[src/rtl/multicycle_control_pkg.sv]
// Shared types and encodings for the multicycle RV32I control unit.
// The JALR/JALLINK states are only reachable when CTRL_JALR_EN is defined.
package multicycle_control_pkg;

    typedef enum logic [3:0] {
        S_FETCH    = 4'd0,
        S_DECODE   = 4'd1,
        S_MEMADR   = 4'd2,
        S_MEMREAD  = 4'd3,
        S_MEMWB    = 4'd4,
        S_MEMWRITE = 4'd5,
        S_EXECUTER = 4'd6,
        S_EXECUTEI = 4'd7,
        S_ALUWB    = 4'd8,
        S_BRANCH   = 4'd9,
        S_JAL      = 4'd10,
        S_TRAP     = 4'd11,
        S_JALR     = 4'd12,
        S_JALLINK  = 4'd13
    } state_t;

    typedef enum logic [1:0] {
        ALUOP_ADD   = 2'b00,
        ALUOP_SUB   = 2'b01,
        ALUOP_FUNCT = 2'b10
    } alu_op_t;

    localparam logic [6:0] OP_LOAD   = 7'b0000011;
    localparam logic [6:0] OP_STORE  = 7'b0100011;
    localparam logic [6:0] OP_R      = 7'b0110011;
    localparam logic [6:0] OP_I      = 7'b0010011;
    localparam logic [6:0] OP_BRANCH = 7'b1100011;
    localparam logic [6:0] OP_JAL    = 7'b1101111;
    localparam logic [6:0] OP_JALR   = 7'b1100111;

    localparam logic [2:0] ALU_ADD = 3'b000;
    localparam logic [2:0] ALU_SUB = 3'b001;
    localparam logic [2:0] ALU_AND = 3'b010;
    localparam logic [2:0] ALU_OR  = 3'b011;
    localparam logic [2:0] ALU_SLT = 3'b101;

    localparam logic [1:0] IMM_I = 2'b00;
    localparam logic [1:0] IMM_S = 2'b01;
    localparam logic [1:0] IMM_B = 2'b10;
    localparam logic [1:0] IMM_J = 2'b11;

    localparam logic [1:0] SRC_A_PC    = 2'b00;
    localparam logic [1:0] SRC_A_OLDPC = 2'b01;
    localparam logic [1:0] SRC_A_RD1   = 2'b10;

    localparam logic [1:0] SRC_B_RD2  = 2'b00;
    localparam logic [1:0] SRC_B_IMM  = 2'b01;
    localparam logic [1:0] SRC_B_FOUR = 2'b10;

    localparam logic [1:0] RES_ALUOUT    = 2'b00;
    localparam logic [1:0] RES_DATA      = 2'b01;
    localparam logic [1:0] RES_ALURESULT = 2'b10;

endpackage

[src/rtl/multicycle_control_alu_decoder.sv]
// Combinational ALU decoder: maps ALUOp, funct3, funct7b5 and op[5] to alu_control.
module multicycle_control_alu_decoder
    import multicycle_control_pkg::*;
(
    input  alu_op_t    alu_op,
    input  logic [2:0] funct3,
    input  logic       funct7b5,
    input  logic       op5,
    output logic [2:0] alu_control
);

    always_comb begin
        alu_control = ALU_ADD;
        case (alu_op)
            ALUOP_ADD: alu_control = ALU_ADD;
            ALUOP_SUB: alu_control = ALU_SUB;
            ALUOP_FUNCT: begin
                // funct7b5 only means sub for register-register ops; addi ignores it
                case (funct3)
                    3'b000:  alu_control = (funct7b5 & op5) ? ALU_SUB : ALU_ADD;
                    3'b010:  alu_control = ALU_SLT;
                    3'b110:  alu_control = ALU_OR;
                    3'b111:  alu_control = ALU_AND;
                    default: alu_control = ALU_ADD;
                endcase
            end
            default: alu_control = ALU_ADD;
        endcase
    end

endmodule

[src/rtl/multicycle_control.sv]
// Main Moore control FSM for the multicycle RV32I core with memory-ready handshake.
// Optional JALR support is enabled by defining CTRL_JALR_EN.
module multicycle_control
    import multicycle_control_pkg::*;
#(
    parameter logic [3:0] RESET_STATE = 4'd0
)
(
    input  logic       clk,
    input  logic       reset,
    input  logic [6:0] op,
    input  logic [2:0] funct3,
    input  logic       funct7b5,
    input  logic       zero,
    input  logic       mem_ready,
    output logic       pc_write,
    output logic       adr_src,
    output logic       mem_write,
    output logic       mem_req,
    output logic       ir_write,
    output logic [1:0] result_src,
    output logic [1:0] alu_src_a,
    output logic [1:0] alu_src_b,
    output logic [2:0] alu_control,
    output logic [1:0] imm_src,
    output logic       reg_write,
    output logic       illegal_instr
);

    state_t  state, next_state;
    alu_op_t alu_op;
    logic    pc_update, branch;
    logic    ir_write_d, mem_write_d, reg_write_d;

    always_ff @(posedge clk or posedge reset) begin
        if (reset) state <= state_t'(RESET_STATE);
        else       state <= next_state;
    end

    always_comb begin
        next_state    = state;
        pc_update     = 1'b0;
        branch        = 1'b0;
        ir_write_d    = 1'b0;
        mem_write_d   = 1'b0;
        reg_write_d   = 1'b0;
        adr_src       = 1'b0;
        mem_req       = 1'b0;
        result_src    = RES_ALUOUT;
        alu_src_a     = SRC_A_PC;
        alu_src_b     = SRC_B_RD2;
        imm_src       = IMM_I;
        alu_op        = ALUOP_ADD;
        illegal_instr = 1'b0;

        case (state)
            S_FETCH: begin
                mem_req    = 1'b1;
                alu_src_b  = SRC_B_FOUR;
                result_src = RES_ALURESULT;
                if (mem_ready) begin
                    ir_write_d = 1'b1;
                    pc_update  = 1'b1;
                    next_state = S_DECODE;
                end
            end
            S_DECODE: begin
                alu_src_a = SRC_A_OLDPC;
                alu_src_b = SRC_B_IMM;
                imm_src   = IMM_B;
                case (op)
                    OP_LOAD, OP_STORE: next_state = S_MEMADR;
                    OP_R:              next_state = S_EXECUTER;
                    OP_I:              next_state = S_EXECUTEI;
                    OP_BRANCH:         next_state = S_BRANCH;
                    OP_JAL:            next_state = S_JAL;
`ifdef CTRL_JALR_EN
                    OP_JALR:           next_state = S_JALR;
`endif
                    default:           next_state = S_TRAP;
                endcase
            end
            S_MEMADR: begin
                alu_src_a  = SRC_A_RD1;
                alu_src_b  = SRC_B_IMM;
                imm_src    = op[5] ? IMM_S : IMM_I;
                next_state = op[5] ? S_MEMWRITE : S_MEMREAD;
            end
            S_MEMREAD: begin
                mem_req = 1'b1;
                adr_src = 1'b1;
                if (mem_ready) next_state = S_MEMWB;
            end
            S_MEMWB: begin
                result_src  = RES_DATA;
                reg_write_d = 1'b1;
                next_state  = S_FETCH;
            end
            S_MEMWRITE: begin
                mem_req     = 1'b1;
                adr_src     = 1'b1;
                mem_write_d = 1'b1;
                if (mem_ready) next_state = S_FETCH;
            end
            S_EXECUTER: begin
                alu_src_a  = SRC_A_RD1;
                alu_src_b  = SRC_B_RD2;
                alu_op     = ALUOP_FUNCT;
                next_state = S_ALUWB;
            end
            S_EXECUTEI: begin
                alu_src_a  = SRC_A_RD1;
                alu_src_b  = SRC_B_IMM;
                alu_op     = ALUOP_FUNCT;
                next_state = S_ALUWB;
            end
            S_ALUWB: begin
                reg_write_d = 1'b1;
                next_state  = S_FETCH;
            end
            S_BRANCH: begin
                alu_src_a  = SRC_A_RD1;
                alu_src_b  = SRC_B_RD2;
                alu_op     = ALUOP_SUB;
                branch     = 1'b1;
                next_state = S_FETCH;
            end
            S_JAL: begin
                alu_src_a  = SRC_A_OLDPC;
                alu_src_b  = SRC_B_FOUR;
                imm_src    = IMM_J;
                pc_update  = 1'b1;
                next_state = S_ALUWB;
            end
`ifdef CTRL_JALR_EN
            S_JALR: begin
                alu_src_a  = SRC_A_RD1;
                alu_src_b  = SRC_B_IMM;
                result_src = RES_ALURESULT;
                pc_update  = 1'b1;
                next_state = S_JALLINK;
            end
            S_JALLINK: begin
                alu_src_a   = SRC_A_OLDPC;
                alu_src_b   = SRC_B_FOUR;
                result_src  = RES_ALURESULT;
                reg_write_d = 1'b1;
                next_state  = S_FETCH;
            end
`endif
            S_TRAP: begin
                illegal_instr = 1'b1;
            end
            default: next_state = state_t'(RESET_STATE);
        endcase
    end

    // Write enables are gated by reset so nothing commits while reset is held.
    assign pc_write  = ~reset & (pc_update | (branch & (zero ^ funct3[0])));
    assign ir_write  = ~reset & ir_write_d;
    assign mem_write = ~reset & mem_write_d;
    assign reg_write = ~reset & reg_write_d;

    multicycle_control_alu_decoder u_alu_decoder (
        .alu_op      (alu_op),
        .funct3      (funct3),
        .funct7b5    (funct7b5),
        .op5         (op[5]),
        .alu_control (alu_control)
    );

endmodule
[config.mk]
export PLATFORM = sky130hd
export DESIGN_NAME = multicycle_control
export DESIGN_NICKNAME = d
export VERILOG_FILES = /design/src/rtl/multicycle_control_pkg.sv /design/src/rtl/multicycle_control_alu_decoder.sv /design/src/rtl/multicycle_control.sv
export SDC_FILE = /design/constraint.sdc
export NUM_CORES = 1
export LEC_CHECK = 0
export BUFFER_PORTS_ARGS = -buffer_cell sky130_fd_sc_hd__buf_2
export CAP_MARGIN = 30
export CORE_MARGIN = 2
export CORE_UTILIZATION = 35
export CTS_BUF_LIST = sky130_fd_sc_hd__clkbuf_16
export DETAILED_ROUTE_END_ITERATION = 7
export PLACE_DENSITY = 0.65
export SYNTH_ARGS = -nofsm -noshare
export SYNTH_HDL_FRONTEND = slang
export SYNTH_HIERARCHICAL = 1
export SYNTH_SLANG_ARGS = --single-unit
[constraint.sdc]
create_clock -name clk -period 2.7 [get_ports clk]
set_clock_uncertainty 0.2 [all_clocks]
set_input_delay 0.54 -clock clk [delete_from_list [all_inputs] [get_ports clk]]
set_output_delay 0.54 -clock clk [all_outputs]
set_load 0.005 [all_outputs]
==> results.md, run 1 <==
- The first detailed-routing pass ran for 4 iterations.
- The die covers 2110 um^2.
- The setup check on the worst reg-to-reg path leaves a slack of 0.92 ns.
- Of all nets on the critical path, the largest fanout is 3.
- The most critical setup path has its endpoint at alu_control[2].
- The longest clock path from root to sink contains 2 buffers.
- The number of global-route vias before repair is 645.
- The first global-routing pass estimated 2.82 mm of wire.
- The half-perimeter wire length after detailed placement is 1.38 mm.
- The share of synthesized registers carrying an async set or reset is 100%.
- Entering global routing, the biggest net connects 18 pins.
- After detailed routing, the number of vias per cell comes to 5.54.
- In the synthesized netlist, the cells that appear most often are sky130_fd_sc_hd__inv_1, sky130_fd_sc_hd__nor2_1, sky130_fd_sc_hd__nor3_1.
- CTS built an H-tree with a depth of 1.
- The footprint of the multi-input gates is 450 um^2.
- The number of pins with negative max-slew slack in the final report is 0.
- The number of synthesized flops with an enable pin is 0.
- For the pin with the worst max-slew slack, the measured transition is 0.592 ns.
- The diode insertion count for antenna repair is 0.
- The run finished with clean final reports.
- A synthesized cell averages 7.14 um^2.
- The number of routed nets with antenna violations is 0.
- The die is 45.9 um wide.
- Global routing used 18.8% of the available tracks.
- Counting flops and latches in the post-synthesis netlist gives 4.
- The later-pin clock latency in the skew report is 0.23 ns.
- Input and output buffers added on the ports amount to 32.
- The startpoint identified for the worst register-to-register timing path is state[3]$_DFFE_PP0P_.
- The cell area after technology mapping is 614 um^2.
- Among all flip-flop cells after synthesis, the most frequent one is sky130_fd_sc_hd__dfrtp_1.
- After detailed routing, the number of remaining DRC violations is 0.
- For this design, the CTS-stage hold fixing added 0 buffers.
- The distinct cell type count after synthesis is 39.
- The leakage component of the power is 0.421 nW.
- The routed design could run at a clock period as short as 2.61 ns.
- The total wire length is 1.78 mm.
- Tracing the worst setup path back leads to its startpoint at state[2]$_DFFE_PP0P_.
- The number of inserted filler cells in the final layout is 171.
- Synthesis handed over a netlist of 86 instances.
- The number of antenna violations at the first check in global routing is 0.
- The register with the most flip-flops in the final layout is state.
- Of the post-synthesis cell area, the dominant cell type holds 16.3%.
- The number of ports placed on the die boundary is 33.
- Clock-pin slew was measured on the worst setup and hold paths at 0.03 ns.
- The number of warnings printed during yosys synthesis is 6.
- The starting utilization of the core area is 36.4%.
- Data arrives at the worst endpoint at 1.87 ns.
- The accumulated negative setup slack is 0 ns.
- In this run the critical register-to-register path is captured at state[0]$_DFFE_PP0P_.
- In the final design database the tool counted 138 nets.
- The data required time at the worst endpoint is 1.96 ns.
- The achievable frequency is 383 MHz.
- The peak supply drop is 0.553 mV.
- TritonCTS built the clock tree.
- The global route total overflow is 0.
- The number of violations of the max-capacitance limit is 0.
- The post-route netlist has 41.2% of its cells at a drive strength greater than 1.
- The final hold violation count is 0.
- Before CTS, the worst setup slack after placement is 0.369 ns.
- The post-detailed-route wirelength per cell is 13.1 um.
- The period utilization is 96.6%.
- The total power divided by cell area is 1020 nW/um^2.
- In this run the clock root is driven by a sky130_fd_sc_hd__clkbuf_16.
- The setup path with the least slack is of type reg2out.
- The worst setup path is launched from a flip-flop.
- The register area share after synthesis is 16.3%.
- The category of the worst setup path capture point is an output pin.
- The iteration-0 DRC count of the detailed router is 18.
- The largest registers in the layout are state: 4 flops.
- In this run the standard cell core region covers 1690 um^2.
- The floorplan step set the die height to 45.9 um.
- The minimum setup slack in the final design is 0.0921 ns.
- The weighted congestion at the end of routability-driven global placement is 0.863.
- The floorplan has 15 rows.
- Setup violations remaining at the end of the flow were counted as 0.
- The total vias in the final route is 753.
- Setup repair after global routing left no endpoint under its margin.
- CTS saw 4 sinks.
- The area growth from synthesis to layout is 42.0%.
- Across the whole layout, storage elements account for 101 um^2.
- The class of the tightest hold or removal check is in2async.
- The clock buffer count from CTS is 3.
- The flip-flop count of the largest register, all copies and words added is 4.
- The logic depth of the worst register-to-register path is 5.
- The net count after synthesis is 103.
- The tightest slew margin relative to the limit is 60.1%.
- The largest area contributor in the synthesized netlist is sky130_fd_sc_hd__dfrtp_1.
- Ranked by total cell area, the synthesized netlist is headed by sky130_fd_sc_hd__dfrtp_1, sky130_fd_sc_hd__nor3_1, sky130_fd_sc_hd__inv_1.
## metrics by stage
step | cells | hold slack [ns] | total power [mW] | util, % | area [um^2]
2_1_floorplan | 86 | 0.111 | 0.472 | - | 614
3_3_place_gp | 133 | 0.270 | 0.638 | 46.7 | 788
3_5_place_dp | 133 | 0.272 | 0.646 | 46.7 | 788
4_1_cts | 136 | 0.0326 | 0.884 | 51.1 | 863
5_1_grt | 136 | 0.0478 | 0.976 | 51.6 | 872
6_report | 136 | 0.0301 | 0.894 | 51.6 | 872
## where the power goes
part / switching, mW / leakage, nW / internal, mW
registers: 0.0256 / 0.0497 / 0.0869
clock network: 0.0435 / 0.0370 / 0.189
logic: 0.308 / 0.335 / 0.240
## cells in the final DEF, fill, tap and decap left out, types with 2 or more instances in the layout
cell                         n
sky130_fd_sc_hd__nand3_1     3
sky130_fd_sc_hd__buf_2      32
sky130_fd_sc_hd__nor3_1      8
sky130_fd_sc_hd__xnor2_1     2
sky130_fd_sc_hd__inv_1       9
sky130_fd_sc_hd__and3_1      2
sky130_fd_sc_hd__a211oi_1    3
sky130_fd_sc_hd__nor2_1      8
sky130_fd_sc_hd__dfrtp_1     3
sky130_fd_sc_hd__o21bai_1    2
sky130_fd_sc_hd__nand2_1     6
sky130_fd_sc_hd__buf_4       4
sky130_fd_sc_hd__nor4_1      2
sky130_fd_sc_hd__o21ai_0     4
sky130_fd_sc_hd__ha_1        2
sky130_fd_sc_hd__clkbuf_16   3
## how the worst min path moves through the flow
stage	from	end	slack [ns]
after global placement	reset	state[2]$_DFFE_PP0P_	0.27
final	reset	state[3]$_DFFE_PP0P_	0.03
after floorplan	reset	state[0]$_DFFE_PP0P_	0.11
after detailed placement	reset	state[3]$_DFFE_PP0P_	0.27
after global routing	reset	state[2]$_DFFE_PP0P_	0.05
after CTS	reset	state[3]$_DFFE_PP0P_	0.03
## worst max-delay path, stage by stage, from the launching register on
cell and delay, ns:
sky130_fd_sc_hd__dfrtp_1 0.36, sky130_fd_sc_hd__and2b_2 0.24, sky130_fd_sc_hd__and3_1 0.21, sky130_fd_sc_hd__inv_1 0.05, sky130_fd_sc_hd__ha_1 0.34, sky130_fd_sc_hd__nor4b_1 0.27, sky130_fd_sc_hd__buf_2 0.16
## layer usage
metal  up-vias  part of all wire, %  track usage [%]
li1        380                    -                -
met1       332                   42             22.7
met2        37                   50             31.7
met3         4                  6.2             2.38
met4         0                 0.95             10.3
met5         -                    0                0
## timing repair
| action | in CTS | in global routing |
|---|---|---|
| hold endpoints to repair | 0 | 0 |
| setup buffers | 0 | 0 |
| setup endpoints to repair | 0 | 3 |
| gates resized for setup | 0 | 3 |
## logic make-up after synthesis
logic type | after synthesis | synth area share, %
fa+ha+maj | 2 | 4.07
xor+xnor | 3 | 4.28
flops | 4 | 16.3
simple gates | 42 | 38.3
compound gates | 20 | 25.5
buf+inv | 15 | 11.6
## layout make-up
class / instances / share of cell area, %
repair buffers: 36 / 21.8
multi-input cells: 67 / 51.6
clock buffers: 3 / 8.61
well taps: 17 / 2.44
flip-flops and latches: 4 / 11.6
inverters: 9 / 3.87
Power figures use the tool's default switching activity.
==> run 2: changes to the inputs <==
--- a/config.mk
+++ b/config.mk
@@ -12,6 +12,7 @@
 export CTS_BUF_LIST = sky130_fd_sc_hd__clkbuf_16
 export DETAILED_ROUTE_END_ITERATION = 7
 export PLACE_DENSITY = 0.65
+export RECOVER_POWER = 25
 export SYNTH_ARGS = -nofsm -noshare
 export SYNTH_HDL_FRONTEND = slang
 export SYNTH_HIERARCHICAL = 1
==> run 2 against run 1 <==
Effect of this change: utilization fell by 0.15 points; final cell count unchanged; non-clock buffer count unchanged; maximum frequency barely moved; critical path depth unchanged; wire length down 0.22%; global-route usage is the same; cell area shrank 0.29%; die area stayed put; clock power is essentially flat.
==> results.md, run 2 (same netlist as run 1, synthesis figures left out) <==
- The die height is 45.9 um.
- The peak supply drop is 0.553 mV.
- TritonCTS built the clock tree.
- The share of layout cells above drive strength 1 is 39.5%.
- The flip-flop count of the largest register, all copies and words added is 4.
- Routability-driven placement finished with a final weighted congestion of 0.863.
- The data arrival time of the worst path is 1.87 ns.
- Summed over all failing endpoints, the final setup total negative slack is 0 ns.
- For this design, the CTS-stage hold fixing added 0 buffers.
- The total vias in the final route is 747.
- Input and output buffers added on the ports amount to 32.
- The number of H-tree levels is 1.
- The count of standard-cell rows is 15.
- Headroom to the max-slew limit came out at 59.6%.
- The worst register-to-register path begins at state[3]$_DFFE_PP0P_.
- The wire length of the first global-routing pass is 2.82 mm.
- The number of sinks driven by the clock tree is 4.
- After layout, the design draws a total of 0.892 mW.
- After filler insertion, the fill cell instance count of the layout stands at 173.
- The commonest non-fill, non-tap cell in the layout is sky130_fd_sc_hd__buf_2.
- The critical path contains buffers and inverters numbering 2 combined.
- Traced cell by cell, the critical path runs through and2b_2, and3_1, inv_1, ha_1, nor4b_1, buf_2.
- In the layout the commonest cells are sky130_fd_sc_hd__buf_2, sky130_fd_sc_hd__inv_1, sky130_fd_sc_hd__nor2_1, sky130_fd_sc_hd__nor3_1, sky130_fd_sc_hd__nand2_1.
- The run finished with clean final reports.
- The post-detailed-route wirelength per cell is 13.1 um.
- The global route total overflow is 0.
- The clock buffer count from CTS is 3.
- For this design, the slowest cell found on the critical path is sky130_fd_sc_hd__dfrtp_1.
- The total wire length is 1.78 mm.
- In this run the worst path has a maximum fanout of 3.
- The slew at the pin closest to its max-slew limit is 0.601 ns.
- The number of antenna violations at the first check in global routing was 0.
- The tree is rooted in a sky130_fd_sc_hd__clkbuf_16.
- Among cell families on the critical path, the largest total delay comes from simple AND/OR/NAND/NOR gates.
- The final critical path time including I/O delays and setup is 2.61 ns.
- In the final layout, the registers with the most flip-flops are state: 4 flops.
- Before antenna repair, the detailed router went through 4 iterations.
- In the final design database the tool counted 138 nets.
- The area growth from synthesis to layout is 41.5%.
- The number of routed nets with antenna violations is 0.
- 0 antenna diodes ended up in the layout.
- Setup repair after global routing left no endpoint under its margin.
- The wire-length estimate of the detail-placed layout is 1.38 mm.
- The critical path starts at state[2]$_DFFE_PP0P_.
- The total power divided by cell area is 1030 nW/um^2.
- The period utilization is 96.6%.
- The data required time at the worst endpoint is 1.96 ns.
- The final hold violation count is 0.
- For this run, the slowest stage of the critical path takes 0.36 ns.
- The critical path is of the reg2out type.
- The startpoint type of the worst setup path is a flip-flop.
- In this run, the number of DRC markers left after iteration 0 of detailed routing was 18.
- The clock-pin slew of the registers on the worst-case setup and hold paths is 0.03 ns.
- Across the run, the number of max-cap violations was 0.
- The number of pins with negative max-slew slack in the final report is 0.
- The placeable core region is 1690 um^2.
- The longest clock path from root to sink contains 2 buffers.
- The number of global-route vias before repair is 645.
- The number of vias per cell is 5.49.
- Setup violations remaining at the end of the flow were counted as 0.
- Entering global routing, the biggest net connects 18 pins.
- The min-delay analysis places its worst path in the category in2async.
- The register name with the most flops is state.
- The achievable frequency is 383 MHz.
- The later-pin clock latency in the skew report is 0.23 ns.
- The starting utilization of the core area is 36.4%.
- The die width is 45.9 um.
- The analysis attributes to cell leakage a power of 0.416 nW.
- Across every metal layer, demand over resource in global routing totals 18.8%.
- The worst setup path is captured at an output pin.
- For this design the top-level I/O count stands at 33.
- For this run, design rule violations remaining after detail routing come to 0.
- The die covers 2110 um^2.
run 2: cell type report:
cell class	count	area, um^2	share of cell area, %
multi-input combinational	67	450	51.8
timing repair buffer	36	188	21.6
sequential	4	101	11.7
clock buffer	3	75.1	8.63
inverter	9	33.8	3.88
tap	17	21.3	2.45
run 2: layer usage:
layer,GRT usage (%),up-vias,routed length (um)
met4,10.3,0,8
met5,0,-,0
met3,2.38,2,126
met2,31.7,37,894
met1,22.7,328,749
li1,-,380,-
run 2: timing repair:
item,4_1_cts,5_1_grt
resized for setup,0,3
buffers inserted,0,0
setup endpoints to repair,0,3
run 2: final timing paths:
path	end	slack [ns]	cells after the start
setup / recovery	alu_control[2]	0.09	6
min in group clk	state[2]$_DFFE_PP0P_	0.45	3
hold / removal	state[3]$_DFFE_PP0P_	0.04	2
max in group asynchronous	state[1]$_DFFE_PP0P_	2.08	2
hold reg to reg	state[2]$_DFFE_PP0P_	0.49	2
setup reg to reg	state[0]$_DFFE_PP0P_	0.92	5
run 2: through the flow:
| step | hold slack (ns) | instances | util [%] | setup slack (ns) | cell area, um^2 |
|---|---|---|---|---|---|
| 2_1_floorplan | 0.111 | 86 | - | 0.383 | 614 |
| 3_3_place_gp | 0.270 | 133 | 46.7 | 0.379 | 788 |
| 3_5_place_dp | 0.272 | 133 | 46.7 | 0.369 | 788 |
| 4_1_cts | 0.0326 | 136 | 51.1 | 0.100 | 863 |
| 5_1_grt | 0.0671 | 136 | 51.5 | 0.00674 | 870 |
| 6_report | 0.0389 | 136 | 51.5 | 0.0924 | 870 |
run 2: where the power goes:
group | internal [mW] | switching [mW] | total, mW
sequential | 0.0869 | 0.0256 | 0.112
clock | 0.189 | 0.0435 | 0.233
combinational | 0.239 | 0.308 | 0.547
total | 0.516 | 0.377 | 0.892
==> run 3: changes to the inputs <==
--- a/config.mk
+++ b/config.mk
@@ -13,6 +13,7 @@
 export DETAILED_ROUTE_END_ITERATION = 7
 export PLACE_DENSITY = 0.65
 export RECOVER_POWER = 25
+export REMOVE_ABC_BUFFERS = 1
 export SYNTH_ARGS = -nofsm -noshare
 export SYNTH_HDL_FRONTEND = slang
 export SYNTH_HIERARCHICAL = 1
==> run 3 against run 2 <==
Effect of this change: sequential share of layout area shrank 0.060 points; cell area decreased by 0.72%; critical path depth did not move; via count grew 1.2%; register-to-register slack gained 0.04 ns; first-iteration DRC count grew 39%; wire length is 5.2% lower; maximum frequency rose by 0.96%; final cell count unchanged; clock power down 2%; die area did not move; power decreased by 1.6%; critical path type unchanged; largest power group unchanged; highest routed layer is now met3.
==> results.md, run 3 (same netlist as run 1, synthesis figures left out) <==
- The longest clock path from root to sink contains 2 buffers.
- Buffers added to address setup during post-CTS repair amount to 0.
- The data required time at the worst endpoint is 1.96 ns.
- STA classifies the critical path endpoint as an output pin.
- For this block, the initial DRC count from the detailed router was 25.
- Headroom to the max-slew limit came out at 63.8%.
- The internal power is 0.512 mW.
- The global route total overflow is 0.
- The global-route total usage across every layer is 17.0%.
- The die is 45.9 um wide.
- For the pin with the worst max-slew slack, the measured transition is 0.538 ns.
- The share of layout cells above drive strength 1 is 37.8%.
- The die height is 45.9 um.
- The count of standard-cell rows is 15.
- The number of design rule violations left after detail routing is 0.
- The final-layout worst hold slack is 0.0350 ns.
- Max-cap violations in this run came to 0.
- Dividing the detail-routed via count by the number of cells gives 5.56.
- STA classifies the critical path startpoint as a flip-flop.
- For this run, the top clock speed supported by timing is 387 MHz.
- The power spent charging and discharging nets is 0.366 mW.
- The wire length of the first global-routing pass is 2.58 mm.
- The clock buffer count from CTS is 3.
- Setup repair after global routing left no endpoint under its margin.
- The final critical path time including I/O delays and setup is 2.58 ns.
- The area enclosed by the die boundary is 2110 um^2.
- Counting tap cells, the placed design contains a total of 133 instances.
- In the final layout, the registers with the most flip-flops are state: 4 flops.
- The total wire length is 1.69 mm.
- The commonest non-fill, non-tap cell in the layout is sky130_fd_sc_hd__buf_2.
- For this run, the post-layout net count is 138.
- The weighted congestion at the end of routability-driven global placement is 0.868.
- The clock-pin slew of the registers on the worst-case setup and hold paths is 0.03 ns.
- 33 I/O pins were placed.
- The worst hold path belongs to the class in2async.
- Summed over all cells, the static leakage comes to 0.415 nW.
- The number of antenna violations at the first check in global routing is 0.
- In this run the number of H-tree levels came out at 1.
- The later-pin clock latency in the skew report is 0.22 ns.
- In this run switching power makes up 41.7% of total power.
- The number of pins with negative max-slew slack in the final report is 0.
- The register name with the most flops is state.
- The floorplan step defined a core boundary enclosing 1690 um^2.
- The total vias in the final route is 756.
- The half-perimeter wire length after detailed placement is 1.35 mm.
- The power share of the combinational group is 62.4%.
- The starting utilization of the core area is 36.4%.
- For this run, the detailed router's first-pass iteration total came to 4.
- The path type of the worst setup path is reg2out.
- The post-detailed-route wirelength per cell is 12.4 um.
- IR analysis of the VDD net gives a maximum drop of 0.692 mV.
- The total power divided by cell area is 1020 nW/um^2.
- Leaving out fill and tap cells, the most frequent cells in the layout are sky130_fd_sc_hd__buf_2, sky130_fd_sc_hd__inv_1, sky130_fd_sc_hd__nor3_1, sky130_fd_sc_hd__nor2_1, sky130_fd_sc_hd__nand2_1.
- Setup total negative slack on the finished layout was measured at 0 ns.
- The area growth from synthesis to layout is 40.5%.
- The pin count of the biggest net entering global routing is 18.
- Data on the critical path arrives at its endpoint at 1.84 ns.
- The clock drives 4 sinks.
- The maximum fanout count along the critical path is 3.
- The final hold violation count is 0.
- The number of global-route vias before repair was 580.
- The number of endpoints failing setup at the final stage is 0.
- The flow ran to the end, and the final reports show no timing, DRC or antenna violations.
- The number of antenna diodes in the final layout is 0.
- The flip-flop count of the largest register, all copies and words added is 4.
- The count of buffers from port buffering is 32.
- Registers are responsible for 11.6% of the overall power.
- In this run the remaining antenna-violating nets after routing total 0.
- The worst path uses 95.7% of the clock period.
- The TritonCTS clock tree is done.
- The tree is rooted in a sky130_fd_sc_hd__clkbuf_16.
- The clock network is responsible for 26.0% of the overall power.
- Leaving out filler cells and counting taps, the final layout contains 136.
## run 3: final cells by class
| cell class | instances | area, um^2 |
|---|---|---|
| repair buffers | 36 | 188 |
| flip-flops and latches | 4 | 100 |
| fillers | 172 | 826 |
| well taps | 17 | 21.3 |
| inverters | 9 | 33.8 |
| clock buffers | 3 | 75.1 |
| multi-input cells | 67 | 445 |
## run 3: path summary, 6_finish.rpt
check / slack, ns / start / to / depth (start not counted)
max in group asynchronous: 2.10 / reset / state[1]$_DFFE_PP0P_ / 2
max: 0.12 / state[2]$_DFFE_PP0P_ / alu_control[2] / 6
min in group clk: 0.44 / state[1]$_DFFE_PP0P_ / state[1]$_DFFE_PP0P_ / 2
max reg2reg: 0.96 / state[3]$_DFFE_PP0P_ / state[0]$_DFFE_PP0P_ / 5
min reg2reg: 0.44 / state[1]$_DFFE_PP0P_ / state[1]$_DFFE_PP0P_ / 2
min: 0.03 / reset / state[0]$_DFFE_PP0P_ / 2
## run 3: worst max-delay path, stage by stage, from the launching register on
cell and delay (ns):
sky130_fd_sc_hd__dfrtp_1 0.36, sky130_fd_sc_hd__and2b_2 0.24, sky130_fd_sc_hd__and3_1 0.20, sky130_fd_sc_hd__inv_1 0.05
sky130_fd_sc_hd__ha_1 0.33, sky130_fd_sc_hd__nor4b_1 0.28, sky130_fd_sc_hd__buf_2 0.16
## run 3: layer usage
metal,share of wire [%],routed length (um),up-vias,track usage (%)
met5,0,0,-,0
met4,0,0,0,1.71
met3,7.5,127,0,4.76
met2,48,805,37,28.6
met1,45,754,335,22.0
li1,-,-,384,-
## run 3: per-stage QoR
step	util, %	power, mW	instance area, um^2	setup WS [ns]
after floorplan	-	0.433	577	0.286
after global placement	46.7	0.643	788	0.375
after detailed placement	46.7	0.643	788	0.353
after CTS	51.1	0.876	863	0.102
after global routing	51.1	0.956	863	0.0238
final	51.1	0.878	863	0.117
## run 3: power groups by stage
stage               combinational (mW)  sequential (mW)  clock (mW)
floorplan                        0.278            0.155           0
global placement                 0.539            0.104           0
detailed placement               0.541            0.102           0
CTS                              0.543            0.101       0.232
global route                     0.613            0.104       0.239
finish                           0.548            0.102       0.228
## run 3: what timing repair did
item                       CTS  global route
gates resized for setup      0             1
hold buffers                 0             0
setup endpoints to repair    0             1
